<file path="src/rtl/p405s_gpr_wb_addr_pipe_pkg.sv">
// Shared definitions for the GPR writeback address pipe: lwb tracker
// state encoding and wait-counter saturation limit.
package p405s_gpr_wb_addr_pipe_pkg;

  typedef enum logic {
    EMPTY = 1'b0,
    PEND  = 1'b1
  } lwbState_e;

  localparam logic [3:0] lwbCntSat = 4'd15;

endpackage

</file>
<file path="src/rtl/p405s_gpr_wb_addr_pipe_if.sv">
// Exe/wb/lwb signal bundle for the GPR writeback address pipe; the slave
// modport is the pipe itself, the master modport is whoever drives exe.
interface p405s_gpr_wb_addr_pipe_if;

  logic       exeFull;
  logic [0:4] exeLpAddr;
  logic       exeLpWrEn;
  logic [0:4] exeRpAddr;
  logic       exeRpWrEn;
  logic       exeAdvance;
  logic       wbFlush;
  logic       lwbLoadDone;

  logic [0:4] wbLpAddr;
  logic [0:4] PCL_wbRpAddr;
  logic       wbFullL2;
  logic       wbRpWrEn;
  logic [0:4] PCL_lwbLpAddr;
  logic       lwbFullL2;
  logic [0:4] lwbLpAddr_NEG;
  logic [0:4] wbRpAddr_NEG;
  logic       exeHold;
  logic [0:3] lwbWaitCnt;

  modport master (
    output exeFull, exeLpAddr, exeLpWrEn, exeRpAddr, exeRpWrEn, exeAdvance,
    output wbFlush, lwbLoadDone,
    input  wbLpAddr, PCL_wbRpAddr, wbFullL2, wbRpWrEn, PCL_lwbLpAddr,
    input  lwbFullL2, lwbLpAddr_NEG, wbRpAddr_NEG, exeHold, lwbWaitCnt
  );

  modport slave (
    input  exeFull, exeLpAddr, exeLpWrEn, exeRpAddr, exeRpWrEn, exeAdvance,
    input  wbFlush, lwbLoadDone,
    output wbLpAddr, PCL_wbRpAddr, wbFullL2, wbRpWrEn, PCL_lwbLpAddr,
    output lwbFullL2, lwbLpAddr_NEG, wbRpAddr_NEG, exeHold, lwbWaitCnt
  );

endinterface

</file>
<file path="src/rtl/p405s_gpr_wb_addr_pipe_lwbLoadTrk.sv">
// Pending-load tracker: remembers the Lp target of the one outstanding load
// and counts how long it has been waiting for its data.
module p405s_lwbLoadTrk
  import p405s_gpr_wb_addr_pipe_pkg::*;
(
  input  logic       CB,
  input  logic       resetCore,
  input  logic       lwbCapture,
  input  logic [0:4] captureAddr,
  input  logic       lwbLoadDone,
  output logic       lwbFull,
  output logic [0:4] lwbAddr,
  output logic [0:3] waitCnt
);

  lwbState_e state;

  // A new load arriving in the same cycle the old one completes keeps us in
  // PEND but restarts the wait count for the new address.
  always_ff @(posedge CB or posedge resetCore) begin
    if (resetCore) begin
      state   <= EMPTY;
      lwbAddr <= '0;
      waitCnt <= '0;
    end else begin
      case (state)
        EMPTY: begin
          if (lwbCapture) begin
            state   <= PEND;
            lwbAddr <= captureAddr;
            waitCnt <= '0;
          end
        end
        PEND: begin
          if (lwbCapture) begin
            lwbAddr <= captureAddr;
            waitCnt <= '0;
          end else if (lwbLoadDone) begin
            state   <= EMPTY;
            waitCnt <= '0;
          end else if (waitCnt != lwbCntSat) begin
            waitCnt <= waitCnt + 4'd1;
          end
        end
        default: begin
          state   <= EMPTY;
          waitCnt <= '0;
        end
      endcase
    end
  end

  assign lwbFull = (state == PEND);

endmodule

</file>
<file path="src/rtl/p405s_gpr_wb_addr_pipe.sv">
// GPR writeback address pipe: wb-stage address registers, wb hold logic and
// the pending-load (lwb) tracker.
module p405s_gpr_wb_addr_pipe
  import p405s_gpr_wb_addr_pipe_pkg::*;
(
  input  logic                          CB,
  input  logic                          resetCore,
  p405s_gpr_wb_addr_pipe_if.slave       bus
);

  logic       wbFull;
  logic [0:4] wbLpAddrQ;
  logic [0:4] wbRpAddrQ;
  logic       wbLpVal;
  logic       wbRpVal;
  logic       wbHold;
  logic       wbDone;
  logic       wbLoad;
  logic       lwbFull;
  logic [0:4] lwbAddr;
  logic [0:3] lwbCnt;

  // A second load cannot leave wb while the previous one still owns lwb.
  assign wbHold = wbFull & wbLpVal & lwbFull & ~bus.lwbLoadDone;
  assign wbDone = wbFull & ~wbHold & ~bus.wbFlush;
  assign wbLoad = bus.exeAdvance & bus.exeFull & ~wbHold;

  // A fresh load takes priority over a flush, which only kills the old entry.
  always_ff @(posedge CB or posedge resetCore) begin
    if (resetCore) begin
      wbFull    <= 1'b0;
      wbLpAddrQ <= '0;
      wbRpAddrQ <= '0;
      wbLpVal   <= 1'b0;
      wbRpVal   <= 1'b0;
    end else if (wbLoad) begin
      wbFull    <= 1'b1;
      wbLpAddrQ <= bus.exeLpAddr;
      wbRpAddrQ <= bus.exeRpAddr;
      wbLpVal   <= bus.exeLpWrEn;
      wbRpVal   <= bus.exeRpWrEn;
    end else if (wbDone || bus.wbFlush) begin
      wbFull    <= 1'b0;
    end
  end

  p405s_lwbLoadTrk uLwbLoadTrk (
    .CB          (CB),
    .resetCore   (resetCore),
    .lwbCapture  (wbDone & wbLpVal),
    .captureAddr (wbLpAddrQ),
    .lwbLoadDone (bus.lwbLoadDone),
    .lwbFull     (lwbFull),
    .lwbAddr     (lwbAddr),
    .waitCnt     (lwbCnt)
  );

  assign bus.wbLpAddr      = wbLpAddrQ;
  assign bus.PCL_wbRpAddr  = wbRpAddrQ;
  assign bus.wbFullL2      = wbFull;
  assign bus.wbRpWrEn      = wbFull & wbRpVal;
  assign bus.PCL_lwbLpAddr = lwbAddr;
  assign bus.lwbFullL2     = lwbFull;
  assign bus.lwbLpAddr_NEG = ~lwbAddr;
  assign bus.wbRpAddr_NEG  = ~wbRpAddrQ;
  assign bus.exeHold       = wbHold;
  assign bus.lwbWaitCnt    = lwbCnt;

endmodule
</file>
<file path="src/flat_wrapper.sv">
// flat-port wrapper written by rule: the top's interface ports become plain ports
module p405s_gpr_wb_addr_pipe_flat import p405s_gpr_wb_addr_pipe_pkg::*;
  (CB, resetCore, bus_exeFull, bus_exeLpAddr, bus_exeLpWrEn, bus_exeRpAddr, bus_exeRpWrEn, bus_exeAdvance, bus_wbFlush, bus_lwbLoadDone, bus_wbLpAddr, bus_PCL_wbRpAddr, bus_wbFullL2, bus_wbRpWrEn, bus_PCL_lwbLpAddr, bus_lwbFullL2, bus_lwbLpAddr_NEG, bus_wbRpAddr_NEG, bus_exeHold, bus_lwbWaitCnt);
  p405s_gpr_wb_addr_pipe_if bus_i ();
  input  logic CB;
  input  logic resetCore;
  input wire logic [$bits(bus_i.exeFull)-1:0] bus_exeFull;
  input wire logic [$bits(bus_i.exeLpAddr)-1:0] bus_exeLpAddr;
  input wire logic [$bits(bus_i.exeLpWrEn)-1:0] bus_exeLpWrEn;
  input wire logic [$bits(bus_i.exeRpAddr)-1:0] bus_exeRpAddr;
  input wire logic [$bits(bus_i.exeRpWrEn)-1:0] bus_exeRpWrEn;
  input wire logic [$bits(bus_i.exeAdvance)-1:0] bus_exeAdvance;
  input wire logic [$bits(bus_i.wbFlush)-1:0] bus_wbFlush;
  input wire logic [$bits(bus_i.lwbLoadDone)-1:0] bus_lwbLoadDone;
  output wire logic [$bits(bus_i.wbLpAddr)-1:0] bus_wbLpAddr;
  output wire logic [$bits(bus_i.PCL_wbRpAddr)-1:0] bus_PCL_wbRpAddr;
  output wire logic [$bits(bus_i.wbFullL2)-1:0] bus_wbFullL2;
  output wire logic [$bits(bus_i.wbRpWrEn)-1:0] bus_wbRpWrEn;
  output wire logic [$bits(bus_i.PCL_lwbLpAddr)-1:0] bus_PCL_lwbLpAddr;
  output wire logic [$bits(bus_i.lwbFullL2)-1:0] bus_lwbFullL2;
  output wire logic [$bits(bus_i.lwbLpAddr_NEG)-1:0] bus_lwbLpAddr_NEG;
  output wire logic [$bits(bus_i.wbRpAddr_NEG)-1:0] bus_wbRpAddr_NEG;
  output wire logic [$bits(bus_i.exeHold)-1:0] bus_exeHold;
  output wire logic [$bits(bus_i.lwbWaitCnt)-1:0] bus_lwbWaitCnt;
  assign bus_i.exeFull = bus_exeFull;
  assign bus_i.exeLpAddr = bus_exeLpAddr;
  assign bus_i.exeLpWrEn = bus_exeLpWrEn;
  assign bus_i.exeRpAddr = bus_exeRpAddr;
  assign bus_i.exeRpWrEn = bus_exeRpWrEn;
  assign bus_i.exeAdvance = bus_exeAdvance;
  assign bus_i.wbFlush = bus_wbFlush;
  assign bus_i.lwbLoadDone = bus_lwbLoadDone;
  assign bus_wbLpAddr = bus_i.wbLpAddr;
  assign bus_PCL_wbRpAddr = bus_i.PCL_wbRpAddr;
  assign bus_wbFullL2 = bus_i.wbFullL2;
  assign bus_wbRpWrEn = bus_i.wbRpWrEn;
  assign bus_PCL_lwbLpAddr = bus_i.PCL_lwbLpAddr;
  assign bus_lwbFullL2 = bus_i.lwbFullL2;
  assign bus_lwbLpAddr_NEG = bus_i.lwbLpAddr_NEG;
  assign bus_wbRpAddr_NEG = bus_i.wbRpAddr_NEG;
  assign bus_exeHold = bus_i.exeHold;
  assign bus_lwbWaitCnt = bus_i.lwbWaitCnt;
  p405s_gpr_wb_addr_pipe u_core (.CB(CB), .resetCore(resetCore), .bus(bus_i));
endmodule
</file>
<file path="config.mk">
export PLATFORM = sky130hd
export DESIGN_NAME = p405s_gpr_wb_addr_pipe_flat
export DESIGN_NICKNAME = d
export VERILOG_FILES = /design/src/rtl/p405s_gpr_wb_addr_pipe_pkg.sv /design/src/rtl/p405s_gpr_wb_addr_pipe_if.sv /design/src/rtl/p405s_gpr_wb_addr_pipe_lwbLoadTrk.sv /design/src/rtl/p405s_gpr_wb_addr_pipe.sv /design/src/flat_wrapper.sv
export SDC_FILE = /design/constraint.sdc
export NUM_CORES = 1
export LEC_CHECK = 0
export ABC_AREA = 1
export CORE_MARGIN = 1.5
export CORE_UTILIZATION = 40
export DETAILED_ROUTE_END_ITERATION = 6
export PLACE_DENSITY = 0.79
export RECOVER_POWER = 50
export SETUP_SLACK_MARGIN = 0.02
export SYNTH_ARGS = -nofsm -noshare
export SYNTH_HDL_FRONTEND = slang
export SYNTH_SLANG_ARGS = --single-unit
</file>
<file path="constraint.sdc">
create_clock -name CB -period 1.2 [get_ports CB]
set_input_delay 0.36 -clock CB [delete_from_list [all_inputs] [get_ports CB]]
set_output_delay 0.36 -clock CB [all_outputs]
set_load 0.02 [all_outputs]
</file>
### After elaboration in Yosys (flattened, before gate mapping)

Cells that the tools add are included.

| storage, ports and cells | value |
|---|---|
| output and inout bits | 33 |
| bits of input ports | 18 |
| register bits | 23 |
| logic and storage cells | 42 |

| cells by class | value |
|---|---|
| $add $sub $neg | 1 |
| multiplexer cells | 12 |
| bitwise operators | 15 |
| equal/unequal tests | 3 |
| reductions and logical operators | 3 |

Operators by type and width:

| cell | count |
|---|---|
| $mux W4 | 4 |
| $not A5 Y5 | 2 |
| $and A1 B1 Y1 | 9 |
| $pmux W4 S2 | 1 |
| $mux W1 | 5 |
| $mux W5 | 1 |
| $add A4 B1 Y4 const B | 1 |
| $ne A4 B3 Y1 const B | 1 |
| $ne A4 B4 Y1 const B | 1 |
| $not A1 Y1 | 4 |
| $ne A2 B2 Y1 const B | 1 |
| $pmux W1 S2 | 1 |
| $reduce_and A2 Y1 | 1 |
| $reduce_bool A2 Y1 | 1 |
| $logic_or A1 B1 Y1 | 1 |

### Longest topological paths before layout

| logic depth | value |
|---|---|
| depth in word-level cells | 9 |
| mapped depth | 7 |

### Modules after synthesis

Synthesis repeated with hierarchy kept, for this count alone.

| unflattened totals | value |
|---|---|
| cell total of the unflattened synthesis | 129 |
| area, all modules | 1103.6 µm² |

By module, submodules not included:

| module | instances | cells an instance | area each (µm²) | seq. area each (µm²) |
|---|---|---|---|---|
| p405s_gpr_wb_addr_pipe | 1 | 76 | 648.1 | 325.3 |
| p405s_lwbLoadTrk | 1 | 53 | 455.4 | 250.2 |

### Worst setup path before layout

No wires, ideal clock.

| timing path | value |
|---|---|
| kind | register to output |
| start | register u_core.uLwbLoadTrk.state, in the netlist u_core.uLwbLoadTrk.lwbFull |
| end | output bus_exeHold |
| arrival time | 1.056 ns |
| setup slack | -0.216 ns |
| path buffers | 1 |
| cell stages (with the launch flop) | 4 |
| cells stage by stage | dfrtp_1 > nand4_2 > buf_2 > inv_1 |

| between the ends | value |
|---|---|
| longest elaborated chain between the ends | 2 |

Ends and longest elaborated chain:

| item | line | text |
|---|---|---|
| start, declared | p405s_gpr_wb_addr_pipe_lwbLoadTrk.sv:16 | `lwbState_e state;` |
| start signal, assigned | p405s_gpr_wb_addr_pipe_lwbLoadTrk.sv:22 | `state <= EMPTY;` |
| start signal, assigned | p405s_gpr_wb_addr_pipe_lwbLoadTrk.sv:29 | `state <= PEND;` |
| start signal, assigned | p405s_gpr_wb_addr_pipe_lwbLoadTrk.sv:39 | `state <= EMPTY;` |
| $and A1 B1 Y1 (2 in series) | p405s_gpr_wb_addr_pipe.sv:24 | `assign wbHold = wbFull & wbLpVal & lwbFull & ~bus.lwbLoadDone;` |
| end, declared | flat_wrapper.sv:23 | `output wire logic [$bits(bus_i.exeHold)-1:0] bus_exeHold;` |

Every way passes these cells.

### Worst setup path in the final report

| timing path | value |
|---|---|
| start | register u_core.wbFull, in the netlist u_core.bus.wbFullL2 |
| end | output bus_exeHold |

| between the ends | value |
|---|---|
| longest elaborated chain between the ends | 3 |

Ends and longest elaborated chain:

| item | line | text |
|---|---|---|
| start, declared | p405s_gpr_wb_addr_pipe.sv:11 | `logic wbFull;` |
| start signal, assigned | p405s_gpr_wb_addr_pipe.sv:31 | `wbFull <= 1'b0;` |
| start signal, assigned | p405s_gpr_wb_addr_pipe.sv:37 | `wbFull <= 1'b1;` |
| start signal, assigned | p405s_gpr_wb_addr_pipe.sv:43 | `wbFull <= 1'b0;` |
| $and A1 B1 Y1 (3 in series) | p405s_gpr_wb_addr_pipe.sv:24 |  |

Every way passes these cells.

==> key figures <==
Drt
  • Via count: 1,276
  • Drt pass-1 iters: 4
  • DRT iter0 DRCs: 20
  • DRC: 0
  • ANT nets after route: 0
  • WL per Instance: 15.4 microns
  • Total wire length: 3840 microns
  • DR vias/cell: 5.12

Timing
  • PnR worst setup slack: -0.295 ns
  • Final setup fails: 47
  • Slew Viols, Final: 0
  • TNS Setup: -2.73 ns
  • Fin crit period: 1.49 ns
  • Actual slew at the worst max-slew pin: 0.575 ns
  • Crit share post-route: 125%
  • Final hold vios: 0
  • Clock Skews: 0.00865 ns
  • RSZ-0062 raised after global routing: true
  • FMAX: 0.669 GHz
  • Max-slew headroom: 61.7%

Clock tree
  • CTS tree: yes
  • Skew-Pair Late Insertion Delay: 0.32 ns
  • CTS HTree Levels: 1
  • CTS root buffer: clkbuf_4
  • # clock sinks: 23
  • CTS clk-pin slew, worst paths: 0.14 ns
  • CTS Buf Count: 3
  • Cts hold-fix bufs: 0
  • Max Root-Sink Buffers: 2

Synthesis
  • Post-Synth Adder-Cell Area: 1.18%
  • Largest family of logic cells by synthesized area: simple AND/OR/NAND/NOR gates
  • Post-synthesis compound-gate area fraction: 3.55%
  • Synth Area in Simple Gates: 31.0%
  • Sequential-to-total area share from yosys stat: 54.4%
  • Yosys reg bits: 23
  • Netlist cell types: 15
  • Post-synthesis mux area share: 0%
  • Synth warn: 0
  • Syn nets: 148
  • Post-synthesis xor/xnor area fraction: 0%
  • Syn Std Cell Area: 1060 sq um
  • Mean Syn Cell Area: 8.20 sq um
  • Cell count after synthesis: 129

Floorplan
  • Total core area: 2500 sq um
  • Starting density of the core: 42.3%
  • Die H: 54.4 microns
  • IO Count: 51
  • Die span in x: 54.4 microns
  • DIE AREA: 2960 sq um
  • Core Rows: 18

Status
  • Failing checks: setup timing
  • Status: finished, violations left

Setup path
  • R2R cell count: 6
  • Critical Path RT: 0.84 ns
  • CP Max Fanout: 3
  • CP Launch Type: register
  • Worst Setup End Kind: output port
  • Worst Path Arrival: 1.13 ns
  • WS Path Type: register to output port

Min path
  • Hold depth: 2
  • Worst hold-check path type: register to register

Final layout
  • Most frequent cells in the layout: 39 x buf_6, 35 x nand2_1, 31 x buf_4, 21 x dfrtp_1, 15 x clkdlybuf4s50_1
  • Syn-to-layout area delta: 103%
  • N_diodes: 0
  • FILL cells: 133
  • Final nets: 239
  • Commonest non-fill, non-tap cell in the layout: buf_6
  • Layout cell share with drive strength beyond 1: 53.0%

Global routing
  • Antenna violations before repair: 0
  • GR peak layer: met2
  • Met1 Use GR: 27.7%
  • Total gr overflow: 0
  • Grt met2 use: 47.8%
  • Global Route Usage Sum: 26.3%
  • Number of global-route vias before repair: 1,262
  • Largest net degree at the start of global routing: 24
  • First-pass GRT wire length: 5470 microns
  • Met3 GRT Util: 6.56%

Place
  • HPWL after DPL: 2120 microns
  • Place WS: -0.871 ns
  • Port Buf Inserts: 50
  • GP Congestion: 0.708

Pwr
  • PD cells: 1360 nW/um^2
  • Lkg Pwr: 1.10 nW
  • Max IR drop VDD: 1.19 mV

Flow run
  • Max cap viols: 0
==> logic make-up after synthesis <==
logic type,count (synthesis)
AOI/OAI and AO/OA,7
adders and majority gates,1
buffers and inverters,23
DFF,23
and+or+nand+nor,75
==> path summary, 6_finish.rpt <==
check                                                  startpoint                                     end  slack (ns)
setup / recovery                  u_core.bus.wbFullL2$_DFFE_PP0P_                             bus_exeHold       -0.29
hold / removal             u_core.bus.PCL_wbRpAddr[0]$_DFFE_PP0P_  u_core.bus.PCL_wbRpAddr[0]$_DFFE_PP0P_        0.55
setup reg to reg                  u_core.bus.wbFullL2$_DFFE_PP0P_  u_core.bus.PCL_wbRpAddr[4]$_DFFE_PP0P_       -0.04
hold reg to reg            u_core.bus.PCL_wbRpAddr[0]$_DFFE_PP0P_  u_core.bus.PCL_wbRpAddr[0]$_DFFE_PP0P_        0.55
max in group asynchronous                               resetCore         u_core.bus.wbFullL2$_DFFE_PP0P_        0.19
min in group asynchronous                               resetCore  u_core.bus.PCL_wbRpAddr[1]$_DFFE_PP0P_        0.61
==> synth_stat cells <==
library cell  count  area, sq um
nand4_2           1         12.5
nand4_1           3         18.8
buf_6             2         22.5
a21oi_1           5         25.0
buf_2             2         10.0
inv_2             1         3.75
nand3_1          20          100
nand2_1          39          146
ha_1              1         12.5
dfrtp_1          23          576
o31ai_1           1         7.51
inv_1            18         67.6
nor2_1           10         37.5
nand2_2           2         12.5
o21ai_0           1         5.00
==> metrics by stage <==
stage	hold slack (ns)	total power (W)	cells	utilization, %	cell area [sq um]
final	0.555	0.00291	249	85.7	2140
after global routing	0.580	0.00306	249	85.7	2140
after CTS	0.355	0.00277	246	81.1	2030
after detailed placement	0.493	0.00221	231	71.5	1790
after global placement	0.483	0.00217	231	71.5	1790
after floorplan	0.362	0.00149	129	-	1080
==> where the power goes <==
group          internal [W]  switching [W]
Sequential         0.000910       0.000127
Clock              0.000125       0.000245
Combinational      0.000792       0.000711
==> registers in the layout, indices dropped and copies added (netlist names) <==
signal and cells:
u_core.bus.wbLpAddr 5, u_core.bus.wbFullL2 1, u_core.uLwbLoadTrk.lwbAddr 5, u_core.uLwbLoadTrk.lwbFull 1, u_core.uLwbLoadTrk.waitCnt 4, u_core.wbLpVal 1, u_core.bus.PCL_wbRpAddr 5, u_core.wbRpVal 1
==> area by class of cell <==
type / count / area (sq um) / area share, %
Clock buffer: 3 / 22.5 / 1.05
Clock inverter: 1 / 5.00 / 0.234
Inverter: 19 / 76.3 / 3.56
Multi-Input combinational cell: 85 / 578 / 27.0
Sequential cell: 23 / 578 / 27.0
Tap cell: 30 / 37.5 / 1.75
Timing Repair Buffer: 88 / 846 / 39.5
==> critical path: stages (launching register included) <==
cell and delay (ns):
dfrtp_2 0.45, buf_6 0.13, nand4_4 0.08, inv_6 0.04, buf_6 0.12
==> what timing repair did <==
action | CTS | global route
pin swaps | 7 | 17
setup endpoints to repair | 55 | 55
gates resized for setup | 225 | 27
setup buffers | 10 | 5
gates cloned | 2 | 0
==> metal layers <==
layer / up-vias / wire length (microns)
met5: - / 0
met4: 0 / 167
met3: 18 / 298
met2: 75 / 2060
met1: 594 / 1320
li1: 589 / -
(Power assumes the default switching activity.)
